### config.mk
export PLATFORM = sky130hd
export DESIGN_NAME = fft_mult_sched
export DESIGN_NICKNAME = d
export VERILOG_FILES = /design/src/rtl/fft_pkg.sv /design/src/rtl/fft_delay_line.sv /design/src/rtl/fft_mult_sched.sv
export SDC_FILE = /design/constraint.sdc
export NUM_CORES = 1
export LEC_CHECK = 0
export BUFFER_PORTS_ARGS = -buffer_cell sky130_fd_sc_hd__buf_2
export CAP_MARGIN = 40
export CORE_MARGIN = 5
export CORE_UTILIZATION = 41
export DETAILED_ROUTE_END_ITERATION = 16
export PLACE_DENSITY = 0.6
export SKIP_LAST_GASP = 1
export SYNTH_ARGS = -nofsm -noshare
export SYNTH_HDL_FRONTEND = slang
export SYNTH_SLANG_ARGS = --single-unit
### constraint.sdc
create_clock -name clk_i -period 2 [get_ports clk_i]
set_input_delay 0.2 -clock clk_i [delete_from_list [all_inputs] [get_ports clk_i]]
set_output_delay 0.2 -clock clk_i [all_outputs]
set_load 0.05 [all_outputs]
### src/rtl/fft_pkg.sv
// Shared types and defaults for the radix-2 DIT FFT core.
package fft_pkg;
  localparam int LOG2N_DEF    = 3;
  localparam int RD_LAT_DEF   = 1;
  localparam int MULT_LAT_DEF = 5;
  localparam int BF_LAT_DEF   = 1;
  localparam int CPLX_W       = 50;
  localparam int TW_W         = 36;

  typedef struct packed {
    logic [24:0] re;
    logic [24:0] im;
  } cplx_t;

  typedef struct packed {
    logic [17:0] re;
    logic [17:0] im;
  } tw_t;

  typedef enum logic [1:0] {IDLE, ISSUE, DRAIN, DONE} fsm_t;
endpackage

### src/rtl/fft_delay_line.sv
// Reset-clearable shift register: q is d delayed by DEPTH clock cycles.
module fft_delay_line #(
  parameter int W     = 1,
  parameter int DEPTH = 1
) (
  input  logic         clk_i,
  input  logic         rst_i,
  input  logic [W-1:0] d,
  output logic [W-1:0] q
);
  logic [W-1:0] sr [DEPTH];

  always_ff @(posedge clk_i or posedge rst_i) begin
    if (rst_i) begin
      for (int i = 0; i < DEPTH; i++) sr[i] <= '0;
    end else begin
      sr[0] <= d;
      for (int i = 1; i < DEPTH; i++) sr[i] <= sr[i-1];
    end
  end

  assign q = sr[DEPTH-1];
endmodule

### src/rtl/fft_mult_sched.sv
// Stage/butterfly sequencer for the in-place radix-2 DIT FFT: issues operand and
// twiddle reads, times the multiplier valid and write-back, drains between stages.
module fft_mult_sched
  import fft_pkg::*;
#(
  parameter int LOG2N    = LOG2N_DEF,
  parameter int RD_LAT   = RD_LAT_DEF,
  parameter int MULT_LAT = MULT_LAT_DEF,
  parameter int BF_LAT   = BF_LAT_DEF
) (
  input  logic                       clk_i,
  input  logic                       rst_i,
  input  logic                       start_i,
  input  logic                       pause_i,
  output logic                       busy_o,
  output logic                       done_o,
  output logic [$clog2(LOG2N)-1:0]   stage_o,
  output logic                       rd_en_o,
  output logic [LOG2N-1:0]           rd_addr_a_o,
  output logic [LOG2N-1:0]           rd_addr_b_o,
  output logic [LOG2N-2:0]           tw_addr_o,
  output logic                       mult_valid_o,
  output logic                       wr_en_o,
  output logic [LOG2N-1:0]           wr_addr_a_o,
  output logic [LOG2N-1:0]           wr_addr_b_o
);
  localparam int TOT = RD_LAT + MULT_LAT + BF_LAT;
  localparam int SW  = $clog2(LOG2N);
  localparam int BW  = LOG2N - 1;
  localparam int CW  = $clog2(TOT + (1 << (LOG2N - 1)) + 1);
  localparam logic [BW-1:0]    LAST_B = '1;
  localparam logic [SW-1:0]    LAST_S = SW'(LOG2N - 1);
  localparam logic [LOG2N-1:0] ONE    = LOG2N'(1);

  fsm_t          state;
  logic [SW-1:0] stage;
  logic [BW-1:0] bfly;
  logic [CW-1:0] inflight;
  logic          issue;
  logic          last_wr;
  logic [LOG2N-1:0] span, pos, addr_a, tw_full;

  // Issue handshake: a butterfly is issued (rd_en_o) on any ISSUE cycle with
  // pause_i low; the datapath has no backpressure, so every issue completes.
  assign issue   = (state == ISSUE) && !pause_i;
  assign last_wr = (state == DRAIN) && wr_en_o && (inflight == CW'(1));

  // Group base is b with its low s bits cleared, doubled; pos stays in place.
  always_comb begin
    span    = ONE << stage;
    pos     = LOG2N'(bfly) & (span - ONE);
    addr_a  = ((LOG2N'(bfly) & ~(span - ONE)) << 1) | pos;
    tw_full = pos << (BW - int'(stage));
  end

  assign rd_en_o     = issue;
  assign rd_addr_a_o = issue ? addr_a : '0;
  assign rd_addr_b_o = issue ? (addr_a + span) : '0;
  assign tw_addr_o   = issue ? tw_full[BW-1:0] : '0;
  assign busy_o      = (state != IDLE);
  assign done_o      = (state == DONE);
  assign stage_o     = stage;

  always_ff @(posedge clk_i or posedge rst_i) begin
    if (rst_i) begin
      state <= IDLE;
      stage <= '0;
      bfly  <= '0;
    end else begin
      case (state)
        IDLE: begin
          if (start_i) begin
            state <= ISSUE;
            stage <= '0;
            bfly  <= '0;
          end
        end
        ISSUE: begin
          if (!pause_i) begin
            if (bfly == LAST_B) begin
              bfly  <= '0;
              state <= DRAIN;
            end else begin
              bfly <= bfly + BW'(1);
            end
          end
        end
        DRAIN: begin
          if (last_wr) begin
            if (stage == LAST_S) begin
              state <= DONE;
            end else begin
              stage <= stage + SW'(1);
              state <= ISSUE;
            end
          end
        end
        DONE: begin
          state <= IDLE;
          stage <= '0;
        end
        default: state <= IDLE;
      endcase
    end
  end

  always_ff @(posedge clk_i or posedge rst_i) begin
    if (rst_i) begin
      inflight <= '0;
    end else begin
      case ({rd_en_o, wr_en_o})
        2'b10:   inflight <= inflight + CW'(1);
        2'b01:   inflight <= inflight - CW'(1);
        default: inflight <= inflight;
      endcase
    end
  end

  fft_delay_line #(.W(1 + 2 * LOG2N), .DEPTH(TOT)) u_wr_line (
    .clk_i (clk_i),
    .rst_i (rst_i),
    .d     ({rd_en_o, rd_addr_a_o, rd_addr_b_o}),
    .q     ({wr_en_o, wr_addr_a_o, wr_addr_b_o})
  );

  fft_delay_line #(.W(1), .DEPTH(RD_LAT)) u_mv_line (
    .clk_i (clk_i),
    .rst_i (rst_i),
    .d     (rd_en_o),
    .q     (mult_valid_o)
  );
endmodule

==> impl_results.html <==
<table>
<tr><th>Metric</th><th>Value</th></tr>
<tr><th colspan="2">Setup path</th></tr>
<tr><td>Crit path capture type</td><td>output pin</td></tr>
<tr><td>Delay of the slowest cell on the worst path</td><td>0.52 ns</td></tr>
<tr><td>Cells traversed along the worst timing path</td><td>inv_4 &gt; ha_4 &gt; buf_4 &gt; or4b_4 &gt; o211ai_1 &gt; and4b_2 &gt; buf_8</td></tr>
<tr><td>Buf/Inv on CP</td><td>3</td></tr>
<tr><td>Largest fanout on the critical path</td><td>4</td></tr>
<tr><td>Sort of element at the start of the critical path</td><td>flop</td></tr>
<tr><td>Category of the most critical setup path</td><td>flop to output pin</td></tr>
<tr><td>Worst path slowest cell</td><td>sky130_fd_sc_hd__or4b_4</td></tr>
<tr><td>Family with the most delay on the worst path</td><td>simple AND/OR/NAND/NOR gates</td></tr>
<tr><td>Arrival time of the worst setup path</td><td>2.18 ns</td></tr>
<tr><td>Required time reported for the critical path endpoint</td><td>1.80 ns</td></tr>
<tr><th colspan="2">Finish</th></tr>
<tr><td>Net count, final</td><td>207</td></tr>
<tr><td>Final core area utilization</td><td>54.3%</td></tr>
<tr><td>Multi-input combinational cell area</td><td>642 um2</td></tr>
<tr><td>N_diodes</td><td>0</td></tr>
<tr><td>Sequential cell area</td><td>1480 um2</td></tr>
<tr><td>Final-layout fill cell count</td><td>435</td></tr>
<tr><td>Share of post-route cells with drive strength above 1</td><td>40.6%</td></tr>
<tr><td>Area grow syn2layout</td><td>29.1%</td></tr>
<tr><td>Post-route standard cell area excluding fillers</td><td>2770 um2</td></tr>
<tr><td>Fin cells</td><td>267</td></tr>
<tr><th colspan="2">Clock network</th></tr>
<tr><td>Clock root buffer master</td><td>sky130_fd_sc_hd__clkbuf_8</td></tr>
<tr><td>H-tree lvl count</td><td>3</td></tr>
<tr><td>Clock transition at the registers of the reported paths</td><td>0.06 ns</td></tr>
<tr><td>Total clock buffers created by CTS</td><td>9</td></tr>
<tr><td>CTS tree</td><td>built</td></tr>
<tr><td>Maximum root-to-sink buffer count</td><td>2</td></tr>
<tr><td>Clock insertion delay at the later pin of the skew report</td><td>0.33 ns</td></tr>
<tr><td>Number of clock sinks seen by CTS</td><td>59</td></tr>
<tr><th colspan="2">STA</th></tr>
<tr><td>Final critical-path share of the clock period</td><td>119%</td></tr>
<tr><td>Achievable Freq</td><td>0.420 GHz</td></tr>
<tr><td>Final worst slack</td><td>-0.381 ns</td></tr>
<tr><td>Transition time of the tightest slew-check pin</td><td>0.556 ns</td></tr>
<tr><td>Setup repair after global routing missed its margin</td><td>true</td></tr>
<tr><td>Sum of negative setup slack</td><td>-1.06 ns</td></tr>
<tr><td>Minimum period implied by the final worst setup slack</td><td>2.38 ns</td></tr>
<tr><td>Final-report hold violation count</td><td>0</td></tr>
<tr><td>Max-Slew Margin vs Limit</td><td>62.9%</td></tr>
<tr><td># setup viols final</td><td>3</td></tr>
<tr><td>Max-slew violations</td><td>0</td></tr>
<tr><td>Worst Clk Skew</td><td>0.0107 ns</td></tr>
<tr><th colspan="2">Logic synthesis</th></tr>
<tr><td>FF+latch count, synth</td><td>59</td></tr>
<tr><td>Cells after Synth</td><td>145</td></tr>
<tr><td>Ys Warns</td><td>0</td></tr>
<tr><td>Post-synthesis cell area</td><td>2150 um2</td></tr>
<tr><td>Fraction of the yosys area taken by sequential cells</td><td>68.8%</td></tr>
<tr><td>Distinct cells, synth</td><td>36</td></tr>
<tr><td>Main area contributors after synthesis</td><td>sky130_fd_sc_hd__dfrtp_1, sky130_fd_sc_hd__ha_1, sky130_fd_sc_hd__buf_4</td></tr>
<tr><td>Main synth FF type</td><td>sky130_fd_sc_hd__dfrtp_1</td></tr>
<tr><td>Number of synthesized flops with an enable pin</td><td>0</td></tr>
<tr><td>Top-area cell type share of the netlist area</td><td>68.8%</td></tr>
<tr><td>Commonest cells in the netlist</td><td>sky130_fd_sc_hd__dfrtp_1, sky130_fd_sc_hd__ha_1, sky130_fd_sc_hd__inv_1</td></tr>
<tr><td>Most area-hungry cell type in the Yosys netlist</td><td>sky130_fd_sc_hd__dfrtp_1</td></tr>
<tr><td>Ys async rst share</td><td>100%</td></tr>
<tr><td>Cell with the most instances after synthesis</td><td>sky130_fd_sc_hd__dfrtp_1</td></tr>
<tr><td>Syn_nets</td><td>160</td></tr>
<tr><td>Average cell area after synthesis</td><td>14.8 um2</td></tr>
<tr><th colspan="2">Die</th></tr>
<tr><td>Initial core utilization</td><td>42.0%</td></tr>
<tr><td>Number of rows created at floorplan</td><td>26</td></tr>
<tr><td>Core area</td><td>5110 um2</td></tr>
<tr><td>Overall die area</td><td>6780 um2</td></tr>
<tr><td>IO Count</td><td>25</td></tr>
<tr><td>Vertical die dimension</td><td>82.4 um</td></tr>
<tr><td>Horiz. Die Dim</td><td>82.4 um</td></tr>
<tr><th colspan="2">Global routing</th></tr>
<tr><td>Maximum number of pins on one net before global-route repair</td><td>36</td></tr>
<tr><td>Via count of the first global-routing pass</td><td>1327</td></tr>
<tr><td>Total congestion overflow after global routing</td><td>0</td></tr>
<tr><td>First-pass GRT wire length</td><td>6000 um</td></tr>
<tr><td>GRT Overall Usage</td><td>12.7%</td></tr>
<tr><td>Number of antenna violations at the first check in global routing</td><td>0</td></tr>
<tr><th colspan="2">Route</th></tr>
<tr><td>Post-route DRC violation count</td><td>0</td></tr>
<tr><td>Initial DRC count</td><td>49</td></tr>
<tr><td>Detailed-route wire length</td><td>3510 um</td></tr>
<tr><td>Avg Vias per Cell</td><td>4.64</td></tr>
<tr><td>Detailed Routing Iterations Pass 1</td><td>4</td></tr>
<tr><td>DR WL/cell</td><td>13.1 um</td></tr>
<tr><td>Post-detailed-route count of antenna-violating nets</td><td>0</td></tr>
<tr><td>Detailed-route via count</td><td>1239</td></tr>
<tr><th colspan="2">Power and ir drop</th></tr>
<tr><td>Sequential share of power</td><td>42.6%</td></tr>
<tr><td>PwrDens</td><td>1450 nW/um2</td></tr>
<tr><td>Sw Pwr</td><td>1.39 mW</td></tr>
<tr><td>Clock network power share</td><td>25.8%</td></tr>
<tr><td>Standby leakage power</td><td>1.40 nW</td></tr>
<tr><td>IR drop worst, VDD</td><td>0.619 mV</td></tr>
<tr><td>P_int</td><td>2.64 mW</td></tr>
<tr><td>PnR Total Power</td><td>4.03 mW</td></tr>
<tr><td>Portion of total power attributed to combinational logic</td><td>31.6%</td></tr>
<tr><td>Share of total power consumed by net switching</td><td>34.5%</td></tr>
<tr><th colspan="2">Place</th></tr>
<tr><td>Port buffer count</td><td>24</td></tr>
<tr><td>Inst Count DP</td><td>246</td></tr>
<tr><td>Gpl congestion</td><td>0.731</td></tr>
<tr><td>Post-placement cell area</td><td>2470 um2</td></tr>
<tr><td>Post-DP HPWL</td><td>2450 um</td></tr>
<tr><th colspan="2">Job</th></tr>
<tr><td>Max-cap viol count</td><td>0</td></tr>
<tr><th colspan="2">Hold path</th></tr>
<tr><td>Hold Crit Class</td><td>primary input to flop</td></tr>
<tr><th colspan="2">Run status</th></tr>
<tr><td>Outcome</td><td>complete, but fails checks</td></tr>
<tr><td>Violations in the final reports</td><td>negative setup slack</td></tr>
</table>
## registers in the layout (all words and copies together), names as in the netlist
name,count
u_wr_line.q,7
stage_o,2
state,2
u_mv_line.q,1
inflight,4
bfly,2
u_wr_line.sr,41
## layer usage
layer | share of wire, % | GRT usage [%] | wire (um)
met2 | 49 | 19.6 | 1720
met5 | 0 | 0 | 0
met4 | 3.5 | 12.0 | 123
met1 | 42 | 13.9 | 1480
met3 | 5.0 | 3.80 | 175
## logic make-up (layout without fill, tap and decap cells)
group           count (synthesis)  after routing  share of synthesized area (%)
flops                          59             59                           68.8
simple gates                   37             37                           11.9
buf+inv                        17             69                           4.49
compound gates                 12             12                           4.02
fa+ha+maj                      11             11                           6.76
xor+xnor                        5              5                           2.04
mux                             4              4                           1.98
## stage by stage
step | hold WS [ns] | setup slack, ns
6_report | 0.179 | -0.381
4_1_cts | 0.167 | -0.385
5_1_grt | 0.184 | -0.469
2_1_floorplan | 0.331 | -0.348
3_3_place_gp | 0.277 | -0.0707
3_5_place_dp | 0.294 | -0.134
## worst paths after layout
kind | slack (ns) | depth (start not counted) | end | from
worst max-delay path | -0.38 | 7 | tw_addr_o[1] | stage_o[0]$_DFFE_PP0P_
max in group asynchronous | 0.97 | 4 | u_wr_line.sr[17]$_DFF_PP0_ | rst_i
min in group asynchronous | 0.47 | 3 | stage_o[1]$_DFFE_PP0P_ | rst_i
worst min register to register | 0.34 | 0 | u_wr_line.sr[31]$_DFF_PP0_ | u_wr_line.sr[38]$_DFF_PP0_
worst max register to register | 0.17 | 6 | inflight[3]$_DFFE_PP0P_ | state[0]$_DFFE_PP0P_
worst min-delay path | 0.18 | 3 | state[0]$_DFFE_PP0P_ | pause_i
## layout make-up
cell class / count / share of cell area [%]
clock inverters: 5 / 2.26
multi-input cells: 69 / 23.2
inverters: 8 / 1.26
repair buffers: 45 / 12.1
flip-flops and latches: 59 / 53.4
clock buffers: 11 / 4.74
well taps: 70 / 3.16
## power by group through the flow
stage	Combinational [mW]	Clock [mW]	Sequential, mW
detailed placement	1.21	0	1.74
floorplan	0.901	0	1.75
global placement	1.17	0	1.72
CTS	1.27	1.08	1.72
global route	1.38	1.14	1.76
finish	1.27	1.04	1.72
## worst reg2reg max path, stage by stage (launching register included)
cell and delay, ns:
sky130_fd_sc_hd__dfrtp_1 0.37, sky130_fd_sc_hd__or3b_4 0.27, sky130_fd_sc_hd__buf_4 0.11, sky130_fd_sc_hd__ha_1 0.22, sky130_fd_sc_hd__or4b_1 0.46, sky130_fd_sc_hd__a21oi_1 0.17
sky130_fd_sc_hd__xor2_1 0.15
## what timing repair did
item / CTS / global route
pin swaps: 4 / 3
setup endpoints to repair: 9 / 6
setup buffers: 3 / 1
hold endpoints to repair: 24 / 0
hold buffers: 1 / 0
resized for setup: 14 / 6
## cell usage in the layout (no fill, tap or decap), drive strengths merged, types with 2 or more instances in the layout
cell type,n
dfrtp,59
buf,43
clkbuf,12
ha,10
inv,9
nor2,7
nor3b,4
a22o,3
nand2,3
nor2b,3
nand2b,3
and2,3
xnor2,3
and4b,2
nand4b,2
nand3b,2
mux2,2
mux2i,2
xor2,2
o22ai,2
clkinvlp,2
or4b,2
o21ai,2
(Power assumes the default switching activity.)
